<file path="config.mk">
export PLATFORM = sky130hd
export DESIGN_NAME = regfile_arb
export DESIGN_NICKNAME = d
export VERILOG_FILES = /design/src/rtl/regfile_arb_pkg.sv /design/src/rtl/regbank.sv /design/src/rtl/regfile_arb.sv
export SDC_FILE = /design/constraint.sdc
export NUM_CORES = 1
export LEC_CHECK = 0
export CORE_AREA = 3 3 97 99
export DETAILED_ROUTE_END_ITERATION = 6
export DIE_AREA = 0 0 100 102
export GPL_ROUTABILITY_DRIVEN = 0
export PLACE_DENSITY = 0.68
export SYNTH_ARGS = -nofsm -noshare
export SYNTH_HDL_FRONTEND = slang
export SYNTH_SLANG_ARGS = --single-unit
</file>
<file path="constraint.sdc">
create_clock -name clk -period 3.05 [get_ports clk]
set_input_delay 0.4575 -clock clk [delete_from_list [all_inputs] [get_ports clk]]
set_output_delay 0.4575 -clock clk [all_outputs]
set_load 0.05 [all_outputs]
</file>
<file path="src/rtl/regfile_arb_pkg.sv">
// Shared types and default sizes for the two-requester register-file arbiter.
package regfile_arb_pkg;

  localparam int unsigned DW_DEFAULT   = 16;
  localparam int unsigned NREG_DEFAULT = 4;

  typedef enum logic {
    IDLE  = 1'b0,
    WRITE = 1'b1
  } state_e;

  typedef enum logic {
    REQ_A = 1'b0,
    REQ_B = 1'b1
  } req_id_e;

endpackage

</file>
<file path="src/rtl/regbank.sv">
// NREG x DW register bank: one-hot write enables, async clear, combinational read.
module regbank #(
  parameter int unsigned DW   = 16,
  parameter int unsigned NREG = 4,
  parameter int unsigned AW   = $clog2(NREG)
) (
  input  logic            clk,
  input  logic            rst_n,
  input  logic [NREG-1:0] en,
  input  logic [DW-1:0]   wr_data,
  input  logic [AW-1:0]   rd_addr,
  output logic [DW-1:0]   rd_data
);

  logic [DW-1:0] mem_q [NREG];
  logic [DW-1:0] mem_d [NREG];

  // Next-state: each enabled register takes the write data.
  always_comb begin
    for (int i = 0; i < NREG; i++) begin
      mem_d[i] = mem_q[i];
      if (en[i]) begin
        mem_d[i] = wr_data;
      end
    end
  end

  // Bank storage with asynchronous clear.
  always_ff @(posedge clk or negedge rst_n) begin
    if (!rst_n) begin
      for (int i = 0; i < NREG; i++) begin
        mem_q[i] <= '0;
      end
    end else begin
      for (int i = 0; i < NREG; i++) begin
        mem_q[i] <= mem_d[i];
      end
    end
  end

  // Read is not forwarded: a register being written shows its old value.
  always_comb begin
    rd_data = mem_q[rd_addr];
  end

endmodule

</file>
<file path="src/rtl/regfile_arb.sv">
// Two-requester write arbiter in front of a register bank. A request is
// latched in IDLE, committed during a single WRITE cycle, then the priority
// pointer moves to the requester that lost.
module regfile_arb
  import regfile_arb_pkg::*;
#(
  parameter int unsigned DW   = DW_DEFAULT,
  parameter int unsigned NREG = NREG_DEFAULT,
  localparam int unsigned AW  = $clog2(NREG)
) (
  input  logic          clk,
  input  logic          rst_n,
  input  logic          reqA,
  input  logic [AW-1:0] addrA,
  input  logic [DW-1:0] dataA,
  output logic          gntA,
  input  logic          reqB,
  input  logic [AW-1:0] addrB,
  input  logic [DW-1:0] dataB,
  output logic          gntB,
  input  logic [AW-1:0] rd_addr,
  output logic [DW-1:0] rd_data,
  output logic          busy
);

  state_e        state_q, state_d;
  req_id_e       ptr_q, ptr_d;
  req_id_e       win_q, win_d;
  logic [AW-1:0] addr_q, addr_d;
  logic [DW-1:0] data_q, data_d;
  logic [NREG-1:0] en;

  // Arbitration and next-state: sample requests only in IDLE.
  always_comb begin
    state_d = state_q;
    ptr_d   = ptr_q;
    win_d   = win_q;
    addr_d  = addr_q;
    data_d  = data_q;
    unique case (state_q)
      IDLE: begin
        if (reqA || reqB) begin
          // A wins when alone, or when both request and the pointer names A.
          if (reqA && (!reqB || (ptr_q == REQ_A))) begin
            win_d  = REQ_A;
            addr_d = addrA;
            data_d = dataA;
          end else begin
            win_d  = REQ_B;
            addr_d = addrB;
            data_d = dataB;
          end
          state_d = WRITE;
        end
      end
      WRITE: begin
        state_d = IDLE;
        ptr_d   = (win_q == REQ_A) ? REQ_B : REQ_A;
      end
    endcase
  end

  // FSM, pointer and holding registers.
  always_ff @(posedge clk or negedge rst_n) begin
    if (!rst_n) begin
      state_q <= IDLE;
      ptr_q   <= REQ_A;
      win_q   <= REQ_A;
      addr_q  <= '0;
      data_q  <= '0;
    end else begin
      state_q <= state_d;
      ptr_q   <= ptr_d;
      win_q   <= win_d;
      addr_q  <= addr_d;
      data_q  <= data_d;
    end
  end

  // Outputs: grant and enable are driven only while in WRITE.
  always_comb begin
    busy = (state_q == WRITE);
    gntA = busy && (win_q == REQ_A);
    gntB = busy && (win_q == REQ_B);
    en   = '0;
    if (busy) begin
      en[addr_q] = 1'b1;
    end
  end

  regbank #(
    .DW   (DW),
    .NREG (NREG),
    .AW   (AW)
  ) u_regbank (
    .clk     (clk),
    .rst_n   (rst_n),
    .en      (en),
    .wr_data (data_q),
    .rd_addr (rd_addr),
    .rd_data (rd_data)
  );

endmodule
</file>
==> run_results.csv, run 1 <==
group,metric,value,unit
drt,drt_iter0_markers,40,
global_routing,grt_pass1_vias,2431,
cells_and_area,antenna_cells,0,
worst_setup_path,crit_required,2590,ps
worst_setup_path,cp_cell_sequence,"inv_2 > nor2_1 > clkdlybuf4s50_1",
sta,fin_crit,2510,ps
synthesis,yosysTopAreaCell,"dfrtp_1",
synthesis,syn_inst,266,
clock_tree,cts.path.max_buffers,2,
clock_tree,clk_pin_slew,80,ps
synthesis,ys_warn_count,0,
clock_tree,htreeDepth,3,
global_routing,grt_pass1_wl,12900,um
cells_and_area,fin_nets,367,
synthesis,syn-cell-area,3850,um^2
clock_tree,cts_resized,0,
sta,slew_headroom,0.298,
power_and_ir_drop,combPwrFrac,0.376,
synthesis,synth_seq_area_share,0.552,
synthesis,synth_ff_type,"dfrtp_1",
synthesis,avgSynthCellArea,14.5,um^2
synthesis,synth.area.top_cells,"dfrtp_1, mux2_2, mux4_2",
worst_setup_path,cp-start-kind,"register",
run_status,status,"finished clean",
synthesis,synth_seq_cells,85,
place,dp.final_hpwl,5100,um
cells_and_area,layout.cells.non_filler,438,
floorplanning,rows,34,
sta,tightest_slew,1050,ps
worst_setup_path,slowest_stage,"clkdlybuf4s50_1",
flow_run,maxCapViolCount,0,
worst_setup_path,critPathMaxFanout,7,
floorplanning,dieArea,10200,um^2
sta,setup_tns,0,ps
clock_tree,cts_buffers,9,
drt,via_per_inst,5.19,
drt,drc,0,
clock_tree,clock_latency,340,ps
sta,hold_violations,0,
worst_setup_path,critPathMaxStageDelay,820,ps
cells_and_area,fillers,737,
power_and_ir_drop,seqPwrFrac,0.440,
synthesis,syn_nets,308,
place,place_inst,422,
drt,firstDrtPassIters,4,
floorplanning,dieHeight,102,um
power_and_ir_drop,netSwitchingPower,0.00152,W
power_and_ir_drop,p_per_area,955,nW/um^2
power_and_ir_drop,leakage,2.02,nW
worst_setup_path,rrSetupSlack,1390,ps
global_routing,antenna_found_initial,0,
drt,num_vias,2273,
sta,finalClockSkew,3.89,ps
cells_and_area,drive_gt1_frac,0.376,
power_and_ir_drop,p_int,0.00294,W
clock_tree,clock_sinks,85,
min_path,hp-class,"primary input to async pin",
sta,finalCritPeriodShare,0.823,
cells_and_area,syn2layout_area_growth,21.1,%
worst_setup_path,arrival,2050,ps
sta,rsz0062_at_grt,"false",
place,port_buffers,60,
worst_setup_path,cp.buffers_inverters,2,
worst_setup_path,end_kind,"primary output",
floorplanning,core,8640,um^2
drt,wire_per_inst,17.3,um
floorplanning,io_pins,61,
clock_tree,cts_setup_buffers,0,
worst_setup_path,criticalPathCategory,"register to primary output",
floorplanning,die_x,100,um
global_routing,grt_usage,0.165,
drt,drtAntennaViolNets,0,
global_routing,grt_max_degree,86,
power_and_ir_drop,sw_frac_of_total,0.341,
clock_tree,cts_root_buf,"clkbuf_8",
sta,max_freq,398,MHz
global_routing,grt_overflow_total,0,
synthesis,synth_top_area_frac,0.552,
worst_setup_path,critPathTopFamily,"buffers and inverters",
clock_tree,holdBufCountCts,0,
synthesis,synthArstFlopShare,1.00,
drt,finalWirelength,7600,um
synthesis,synth_edf_count,0,
clock_tree,cts_tree,"built",
synthesis,yosysUniqueCellTypes,23,
floorplanning,initial_core_util,0.446,
power_and_ir_drop,power_frac_clock,0.184,
sta,setup_violations,0,
sta,slew_viol_final,0,
power_and_ir_drop,ir_drop,0.352,mV
-- power groups by stage --
stage          registers, W  logic (W)  clock network, W
2_1_floorplan       0.00184    0.00135                 0
3_3_place_gp        0.00197    0.00165                 0
3_5_place_dp        0.00199    0.00169                 0
4_1_cts             0.00197    0.00170          0.000840
5_1_grt             0.00203    0.00179          0.000893
6_report            0.00196    0.00168          0.000820
-- sequential cells by signal (all words and copies together) (netlist names) --
register	flops
win_q	1
u_regbank.mem_q	64
addr_q	2
data_q	16
busy	1
ptr_q	1
-- path summary, 6_finish.rpt --
| path | start | endpoint | depth (start not counted) |
|---|---|---|---|
| worst max-delay path | busy | gntA | 3 |
| worst min register to register | u_regbank.mem_q[55] | u_regbank.mem_q[55] | 1 |
| worst min-delay path | rst_n | u_regbank.mem_q[34] | 1 |
| worst max register to register | busy | addr_q[0] | 3 |
| min in group clk | u_regbank.mem_q[55] | u_regbank.mem_q[55] | 1 |
| max in group asynchronous | rst_n | u_regbank.mem_q[47] | 1 |
-- layout make-up --
type | instances | area (um^2) | area share
repair buffers | 64 | 588 | 0.126
multi-input cells | 164 | 1600 | 0.343
well taps | 108 | 135 | 0.0290
flip-flops and latches | 85 | 2130 | 0.456
clock inverters | 4 | 45.0 | 0.00965
clock buffers | 12 | 165 | 0.0354
inverters | 1 | 3.75 | 0.000804
-- cell families (layout without fill, tap and decap cells) --
group,Yosys count,after routing,share of synthesized area
AO/OA/AOI/OAI,23,23,0.0406
flip-flops,85,85,0.552
buffers and inverters,17,81,0.0318
multiplexers,80,80,0.300
AND/OR/NAND/NOR,61,61,0.0754
-- routing by layer --
layer  GRT usage  part of all wire
met3      0.0232             0.025
met5           0                 0
met4      0.0622             0.013
met1       0.218              0.46
met2       0.279              0.50
-- Yosys cell counts (2+ instances only) --
master,n
a31oi_1,18
nand2_1,36
mux2_4,20
mux2_2,43
nor2_1,20
buf_6,4
mux4_2,16
dfrtp_1,85
buf_2,8
buf_4,2
nand3b_4,2
-- per-stage QoR --
stage	utilization	hold slack, ps	worst slack, ps	instance area [um^2]	total power [W]
2_1_floorplan	-	162	1010	3850	0.00319
3_3_place_gp	0.516	484	606	4460	0.00362
3_5_place_dp	0.516	494	588	4460	0.00368
4_1_cts	0.540	342	518	4670	0.00451
5_1_grt	0.540	372	385	4670	0.00472
6_report	0.540	290	539	4670	0.00446
-- placed cells by master, fill, tap and decap left out, drive strengths merged --
cell and instances:
dfrtp 85, mux2 64, clkdlybuf4s50 43, nand2 36, buf 21, nor2 20, a31oi 18, mux4 16
clkbuf 12, clkinv 3, nand3b 2, o21ba 1, and2 1, inv 1, nand3 1, nor3 1
a21bo 1, a21boi 1, a21o 1, a21oi 1, bufinv 1
-- worst register-to-register path, stage by stage (launching register included) --
cell     delay [ps]
dfrtp_1         530
o21ba_2         780
nor2_1          100
a31oi_1         180
(Power assumes the default switching activity.)
==> run 2: changes to the inputs <==
Settings changed: PLACE_DENSITY 0.68 to 0.7.
Clock period 3.05 ns to 2.1 ns, I/O delays scaled along.
==> run 2 against run 1 <==
Net effect: core utilization up 0.29 points; sequential share of layout area down 0.24 points; first-iteration DRC count grew to 3.0 times the previous value; critical endpoint is now rd_data[12]; clock power up 32%; sequential power increased by 46%; setup slack worse by 490 ps; wire length fell by 0.63%; cell area grew 0.54%; total power is 43% higher; flip-flop and latch count stayed put; die area unchanged; critical path type is now primary input to primary output.
==> run_results.csv, run 2 (same netlist as run 1, synthesis figures left out) <==
group,metric,value,unit
power_and_ir_drop,p_per_area,1360,nW/um^2
global_routing,grt_pass1_vias,2341,
floorplanning,initial_core_util,0.446,
place,port_buffers,60,
cells_and_area,drive_gt1_frac,0.383,
drt,wire_per_inst,17.2,um
global_routing,grt_max_degree,47,
sta,finalClockSkew,13.6,ps
floorplanning,dieHeight,102,um
power_and_ir_drop,total_power,0.00638,W
global_routing,grt_usage,0.158,
drt,via_per_inst,5.17,
worst_setup_path,criticalPathCategory,"primary input to primary output",
drt,drc,0,
clock_tree,cts_resized,0,
global_routing,busiest_layer,"met2",
place,dp_slack,31.0,ps
drt,drtAntennaViolNets,0,
sta,finalCritPeriodShare,0.977,
worst_setup_path,cp_cell_sequence,"clkdlybuf4s50_1 > buf_12 > mux4_2 > buf_4",
cells_and_area,layout.cells.non_filler,440,
cells_and_area,final_cell_mix,"dfrtp_1, mux2_2, clkdlybuf4s50_1",
sta,max_freq,487,MHz
worst_setup_path,arrival,1740,ps
run_status,status,"finished clean",
floorplanning,rows,34,
power_and_ir_drop,leakage,2.03,nW
place,place_inst,424,
clock_tree,cts.path.max_buffers,2,
sta,setup_violations,0,
global_routing,use_met2,0.266,
cells_and_area,fin_nets,370,
global_routing,grt_pass1_wl,12200,um
sta,setup_tns,0,ps
floorplanning,dieArea,10200,um^2
cells_and_area,top_register,"u_regbank.mem_q",
clock_tree,clock_latency,340,ps
cells_and_area,layout_commonest_cell,"dfrtp_1",
sta,slew_headroom,0.608,
drt,firstDrtPassIters,5,
cells_and_area,syn2layout_area_growth,21.8,%
cells_and_area,antenna_cells,0,
drt,num_vias,2273,
sta,worst_slack,47.8,ps
worst_setup_path,crit_required,1780,ps
global_routing,met3_usage,0.0184,
sta,rsz0062_at_grt,"false",
clock_tree,htreeDepth,3,
clock_tree,cts_tree,"built",
clock_tree,clock_sinks,85,
sta,fin_hold_ws,507,ps
power_and_ir_drop,ir_drop,0.406,mV
place,dp.final_hpwl,5330,um
floorplanning,core,8640,um^2
min_path,hp-class,"primary input to async pin",
worst_setup_path,slowest_stage,"mux4_2",
global_routing,grt_util_met1,0.210,
drt,finalWirelength,7550,um
clock_tree,cts_root_buf,"clkbuf_8",
flow_run,maxCapViolCount,0,
drt,drt_iter0_markers,120,
sta,slew_viol_final,0,
worst_setup_path,critPathMaxFanout,16,
sta,fin_crit,2050,ps
global_routing,grt_overflow_total,0,
floorplanning,die_x,100,um
worst_setup_path,cp-start-kind,"primary input",
clock_tree,clk_pin_slew,80,ps
sta,tightest_slew,589,ps
worst_setup_path,critPathMaxStageDelay,510,ps
worst_setup_path,end_kind,"primary output",
cells_and_area,reg_top3,"u_regbank.mem_q (64), data_q (16), addr_q (2)",
sta,hold_violations,0,
cells_and_area,largest_reg_flops,64,
clock_tree,cts_buffers,9,
global_routing,antenna_found_initial,0,
floorplanning,io_pins,61,
==> run 2: path summary, 6_finish.rpt <==
check,startpoint,end,slack (ps),cells after the start
worst min register to register,u_regbank.mem_q[32],u_regbank.mem_q[32],510,1
min in group clk,u_regbank.mem_q[32],u_regbank.mem_q[32],510,1
worst min-delay path,rst_n,u_regbank.mem_q[14],510,2
worst max register to register,busy,u_regbank.mem_q[63],490,4
worst max-delay path,rd_addr[0],rd_data[12],50,4
max in group asynchronous,rst_n,u_regbank.mem_q[35],970,3
==> run 2: what timing repair did <==
item / CTS / global route
hold buffers: 1 / 0
setup buffers: 0 / 0
endpoints found under the hold margin: 45 / 0
==> run 2: layout make-up <==
cell class / count / area (um^2)
Clock buffer: 10 / 128
Clock inverter: 5 / 52.6
Fill cell: 731 / 3940
Inverter: 1 / 3.75
Multi-Input combinational cell: 164 / 1600
Sequential cell: 85 / 2130
Tap cell: 108 / 135
Timing Repair Buffer: 67 / 643
==> run 2: metrics by stage <==
step           utilization  area (um^2)
3_3_place_gp         0.521         4500
4_1_cts              0.543         4690
6_report             0.543         4690
3_5_place_dp         0.521         4500
5_1_grt              0.543         4690
2_1_floorplan            -         3850
==> run 2: power by group <==
group | total (W) | internal (W) | switching, W
Clock | 0.00108 | 0.000538 | 0.000540
Sequential | 0.00286 | 0.00236 | 0.000503
Combinational | 0.00244 | 0.00128 | 0.00116
==> run 2: worst max-delay path: cells and delay by family <==
kind     cells  cell delay [ps]
mux          1              510
buf+inv      3              890
==> run 2: layer usage <==
| metal | share of wire | up-vias |
|---|---|---|
| li1 | - | 1080 |
| met1 | 0.44 | 1150 |
| met2 | 0.52 | 37 |
| met3 | 0.023 | 6 |
| met4 | 0.010 | 0 |
| met5 | 0 | - |
